`config.mk`:
```
export PLATFORM = sky130hd
export DESIGN_NAME = uc_control
export DESIGN_NICKNAME = d
export VERILOG_FILES = /design/src/rtl/uc_control.sv
export SDC_FILE = /design/constraint.sdc
export NUM_CORES = 1
export LEC_CHECK = 0
export ABC_CLOCK_PERIOD_IN_PS = 2050
export CORE_ASPECT_RATIO = 2
export CORE_MARGIN = 4
export CORE_UTILIZATION = 27
export CTS_BUF_LIST = sky130_fd_sc_hd__clkbuf_8
export DETAILED_ROUTE_END_ITERATION = 10
export PLACE_DENSITY = 0.6
export RECOVER_POWER = 50
export SLEW_MARGIN = 10
export SYNTH_ARGS = -nofsm -noshare
export SYNTH_HDL_FRONTEND = slang
export SYNTH_SLANG_ARGS = --single-unit
export TNS_END_PERCENT = 1
```
`constraint.sdc`:
```
create_clock -name clk -period 2.05 [get_ports clk]
set_input_delay 0.205 -clock clk [delete_from_list [all_inputs] [get_ports clk]]
set_output_delay 0.205 -clock clk [all_outputs]
set_load 0.01 [all_outputs]
```
`src/rtl/uc_control.sv`:
```
// Control unit for the single-cycle microcontroller datapath: instruction decode
// plus boot, halt, multi-cycle wait, debug pause/single-step and a retire counter.
module uc_control #(
  parameter int unsigned CNT_W = 16
) (
  input  logic             clk,
  input  logic             reset,
  input  logic [5:0]       Opcode,
  input  logic             z,
  input  logic             run,
  input  logic             step,
  output logic             s_inc,
  output logic             s_inm,
  output logic             we3,
  output logic             wez,
  output logic [2:0]       Op,
  output logic             pc_en,
  output logic             halted,
  output logic [CNT_W-1:0] retired
);

  localparam int unsigned WCNT_W = 2;

  typedef enum logic [2:0] {
    ST_BOOT,
    ST_RUN,
    ST_WAITING,
    ST_PAUSE,
    ST_HALT
  } state_e;

  state_e             state_q, state_d;
  logic [WCNT_W-1:0]  cnt_q, cnt_d;
  logic               step_q;
  logic [CNT_W-1:0]   retired_q;
  logic               exec;
  logic               is_wait;
  logic               is_halt;

  assign is_wait = (Opcode[5:2] == 4'b0010);
  assign is_halt = (Opcode == 6'b001100);
  assign retired = retired_q;

  always_ff @(posedge clk or negedge reset) begin
    if (!reset) begin
      state_q   <= ST_BOOT;
      cnt_q     <= '0;
      step_q    <= 1'b0;
      retired_q <= '0;
    end else begin
      state_q <= state_d;
      cnt_q   <= cnt_d;
      step_q  <= step;
      if (pc_en) retired_q <= retired_q + CNT_W'(1);
    end
  end

  always_comb begin
    state_d = state_q;
    cnt_d   = cnt_q;
    exec    = 1'b0;
    s_inc   = 1'b0;
    s_inm   = 1'b0;
    we3     = 1'b0;
    wez     = 1'b0;
    Op      = 3'b000;
    pc_en   = 1'b0;
    halted  = 1'b0;

    case (state_q)
      ST_BOOT: state_d = run ? ST_RUN : ST_PAUSE;
      ST_RUN:  exec = 1'b1;
      ST_PAUSE: begin
        if (step && !step_q) exec = 1'b1;
        else if (run)        state_d = ST_RUN;
      end
      ST_WAITING: begin
        if (cnt_q != '0) begin
          cnt_d = cnt_q - WCNT_W'(1);
        end else begin
          pc_en   = 1'b1;
          state_d = run ? ST_RUN : ST_PAUSE;
        end
      end
      ST_HALT: halted = 1'b1;
      default: state_d = ST_BOOT;
    endcase

    // Executing cycle: decode strobes and pick the sequencing outcome.
    if (exec) begin
      if (Opcode[5]) begin
        Op  = Opcode[4:2];
        we3 = 1'b1;
        wez = 1'b1;
      end else begin
        case (Opcode)
          6'b000000: begin
            we3   = 1'b1;
            s_inm = 1'b1;
          end
          6'b000100: s_inc = 1'b1;
          6'b000101: s_inc = z;
          6'b000110: s_inc = ~z;
          default:   ;
        endcase
      end

      if (is_halt) begin
        state_d = ST_HALT;
      end else if (is_wait) begin
        cnt_d   = Opcode[1:0];
        state_d = ST_WAITING;
      end else begin
        pc_en   = 1'b1;
        state_d = run ? ST_RUN : ST_PAUSE;
      end
    end
  end

endmodule

```
==> results_dict.tcl <==
set metrics [dict create \
    run_status "finished, violations left" \
    violations "negative setup slack" \
    grt_util_met1_pct 12.7 \
    vias_per_cell 4.78 \
    synth_cell_type_count 34 \
    die_height_um 101 \
    min_path_type "in -> reg" \
    post-route-period-util_pct 101 \
    routabilityCongestion 0.736 \
    async_flop_share_pct 100 \
    area.growth.synth_to_final_pct 51.1 \
    finish.net_count 183 \
    synthFlopType "dfrtp_1" \
    powerDensity_mw_per_mm2 927 \
    vdd_ir_drop_max_mv 0.528 \
    yosysWarnings 0 \
    cts_root_buffer "clkbuf_8" \
    crit_chain "clkdlybuf4s50_1, nor2b_2, o211ai_1, or4_4, nor4_4, or2_1, clkbuf_2" \
    power.switching_mw 0.574 \
    finClkSkew_ns 0.00244 \
    synth_area_per_cell_um2 10.3 \
    rsz0062_at_grt "true" \
    cp.required_ns 1.85 \
    hpwl_mm 2.40 \
    power_mw 1.62 \
    drive_gt1_share_pct 21.3 \
    num_rows 33 \
    dp.cells 217 \
    port_buffers 35 \
    yosysTopAreaCell "dfrtp_1" \
    syn-num-nets 124 \
    p_sw_share_pct 35.4 \
    hold_buffers 0 \
    sequentialPowerShare_pct 42.3 \
    whs_ns 0.409 \
    antenna_found_initial 0 \
    postRouteAntennaNets 0 \
    insertion_delay_ns 0.26 \
    worst_pin_slew_ns 1.20 \
    setup_slack_ns -0.0267 \
    finalWirelength_mm 3.04 \
    critPathCaptureType "primary output" \
    drc 0 \
    clock-sinks 22 \
    finish.utilization_pct 42.4 \
    use_met3_pct 1.48 \
    seq_area_frac_synth_pct 47.5 \
    grt_pass1_vias 1142 \
    cap_violations 0 \
    grt_pass1_wl_mm 4.93 \
    synthTopCellsByArea "dfrtp_1, xor2_1, nand2_1" \
    drt_iter0_drc 10 \
    coreArea_mm2 0.00413 \
    ctsHtreeMaxLevel 1 \
    arrival_ns 1.87 \
    clk_pin_slew_ns 0.07 \
    intPower_mw 1.05 \
    ys_top_cells_by_count "dfrtp_1, xor2_1, nand2_1, nor2_1, nor3_1" \
    leakagePower_nw 0.743 \
    critical_path.top_delay_family "simple AND/OR/NAND/NOR gates" \
    antenna_cells 0 \
    crit_type "in -> out" \
    start_util_pct 28.1 \
    fp.dieW_um 54.3 \
    critPathSlowestCell "clkdlybuf4s50_1" \
    use_met2_pct 22.3 \
    busiest_layer "met2" \
    io_pins 36 \
    cts.path.max_buffers 2 \
    hold_viol 0 \
    max_slew_margin_pct 20.3 \
    grt_use_total_pct 12.1 \
    ys_seq_elements 22 \
    numCtsBuffers 3 \
    pre_cts_ws_ns -0.534 \
    final_area_mm2 0.00175 \
    final_cells 221 \
    dr.pass1.iters 4 \
    worst_path_largest_cell_delay_ns 0.47 \
    drv_slew 0 \
    setup_violations 1 \
    p_comb_share_pct 41.6 \
    dieArea_mm2 0.00547 \
    setup-tns-final_ns -0.0267 \
    wl_per_cell_um 13.8 \
    netlist_area_mm2 0.00116 \
    start_kind "input port" \
    period_minus_slack_ns 2.08 \
    vias 1057 \
    synth_top_cell_area_share_pct 47.5 \
    synth_most_common_cell "dfrtp_1" \
    max_freq_ghz 0.482 \
    synth_edf_count 0 \
    syn_inst 112 \
    cp_num_buf_inv 2 \
    grt_max_degree 23 \
    grt_remaining_overflow 0 \
    power_frac_clock_pct 16.1 \
    nFillCells 434 \
    worst-path-max-fanout 2 \
    place_area_mm2 0.00171 \
    cts_tree "yes" \
]
-- registers in the layout (all words and copies together) (netlist names) --
register  cells
cnt_q         2
retired      16
state_q       3
step_q        1
-- worst register-to-register path: stages, from the launching register on --
cell	delay [ns]
dfrtp_1	0.37
nor2b_2	0.13
o211ai_1	0.14
buf_4	0.17
o21a_2	0.23
buf_4	0.14
nor4b_1	0.40
xor2_1	0.18
-- power groups by stage --
stage | Combinational [mW] | Sequential, mW | Clock, mW
final | 0.676 | 0.686 | 0.261
after global routing | 0.748 | 0.711 | 0.286
after CTS | 0.705 | 0.691 | 0.268
after detailed placement | 0.700 | 0.697 | 0
after global placement | 0.688 | 0.691 | 0
after floorplan | 0.294 | 0.721 | 0
-- cell usage in the layout, fill, tap and decap left out, types with 2 or more instances in the layout --
master,instances
and2_1,2
and3_1,4
buf_4,18
clkbuf_2,3
clkbuf_8,3
clkdlybuf4s50_1,18
dfrtp_1,22
dlygate4sd2_1,5
dlygate4sd3_1,9
inv_1,5
mux2_2,2
mux2i_1,2
nand2_1,10
nand3_1,2
nand4_1,2
nor2_1,7
nor3_1,7
nor3b_1,4
nor4_4,2
nor4b_1,3
o21ai_0,4
o21ai_1,2
xnor2_1,2
xor2_1,13
-- final cells by class --
type / count / area, um2 / area share (%)
Clock buffer: 3 / 41.3 / 2.36
Inverter: 5 / 18.8 / 1.07
Multi-Input combinational cell: 84 / 599 / 34.2
Sequential cell: 22 / 551 / 31.5
Tap cell: 52 / 65.1 / 3.72
Timing Repair Buffer: 55 / 475 / 27.2
-- metal layers --
layer | vias to the layer above | wire length, um
li1 | 506 | -
met1 | 507 | 1140
met2 | 36 | 1660
met3 | 8 | 167
met4 | 0 | 74
met5 | - | 0
-- repair_timing --
action | 4_1_cts | 5_1_grt
endpoints found under the setup margin | 8 | 7
pin swaps | 1 | 0
setup buffers | 1 | 0
resized for setup | 13 | 6
-- kinds of logic after synthesis --
logic type | Yosys count | share of synthesized area (%)
buffers and inverters | 6 | 2.59
and+or+nand+nor | 52 | 27.0
xor gates and xnor gates | 15 | 11.3
muxes | 4 | 3.67
adders and majority gates | 1 | 1.08
AOI/OAI and AO/OA | 12 | 6.80
DFF | 22 | 47.5
-- final timing paths --
check,from,to,slack [ns],cells past startpoint
max,step,we3,-0.03,7
min in group asynchronous,reset,retired[15],0.71,2
max in group asynchronous,reset,retired[13],0.63,2
min reg2reg,retired[15],retired[15],0.47,1
min,step,step_q,0.41,1
max reg2reg,step_q,retired[15],0.22,7
Power figures use the tool's default switching activity.
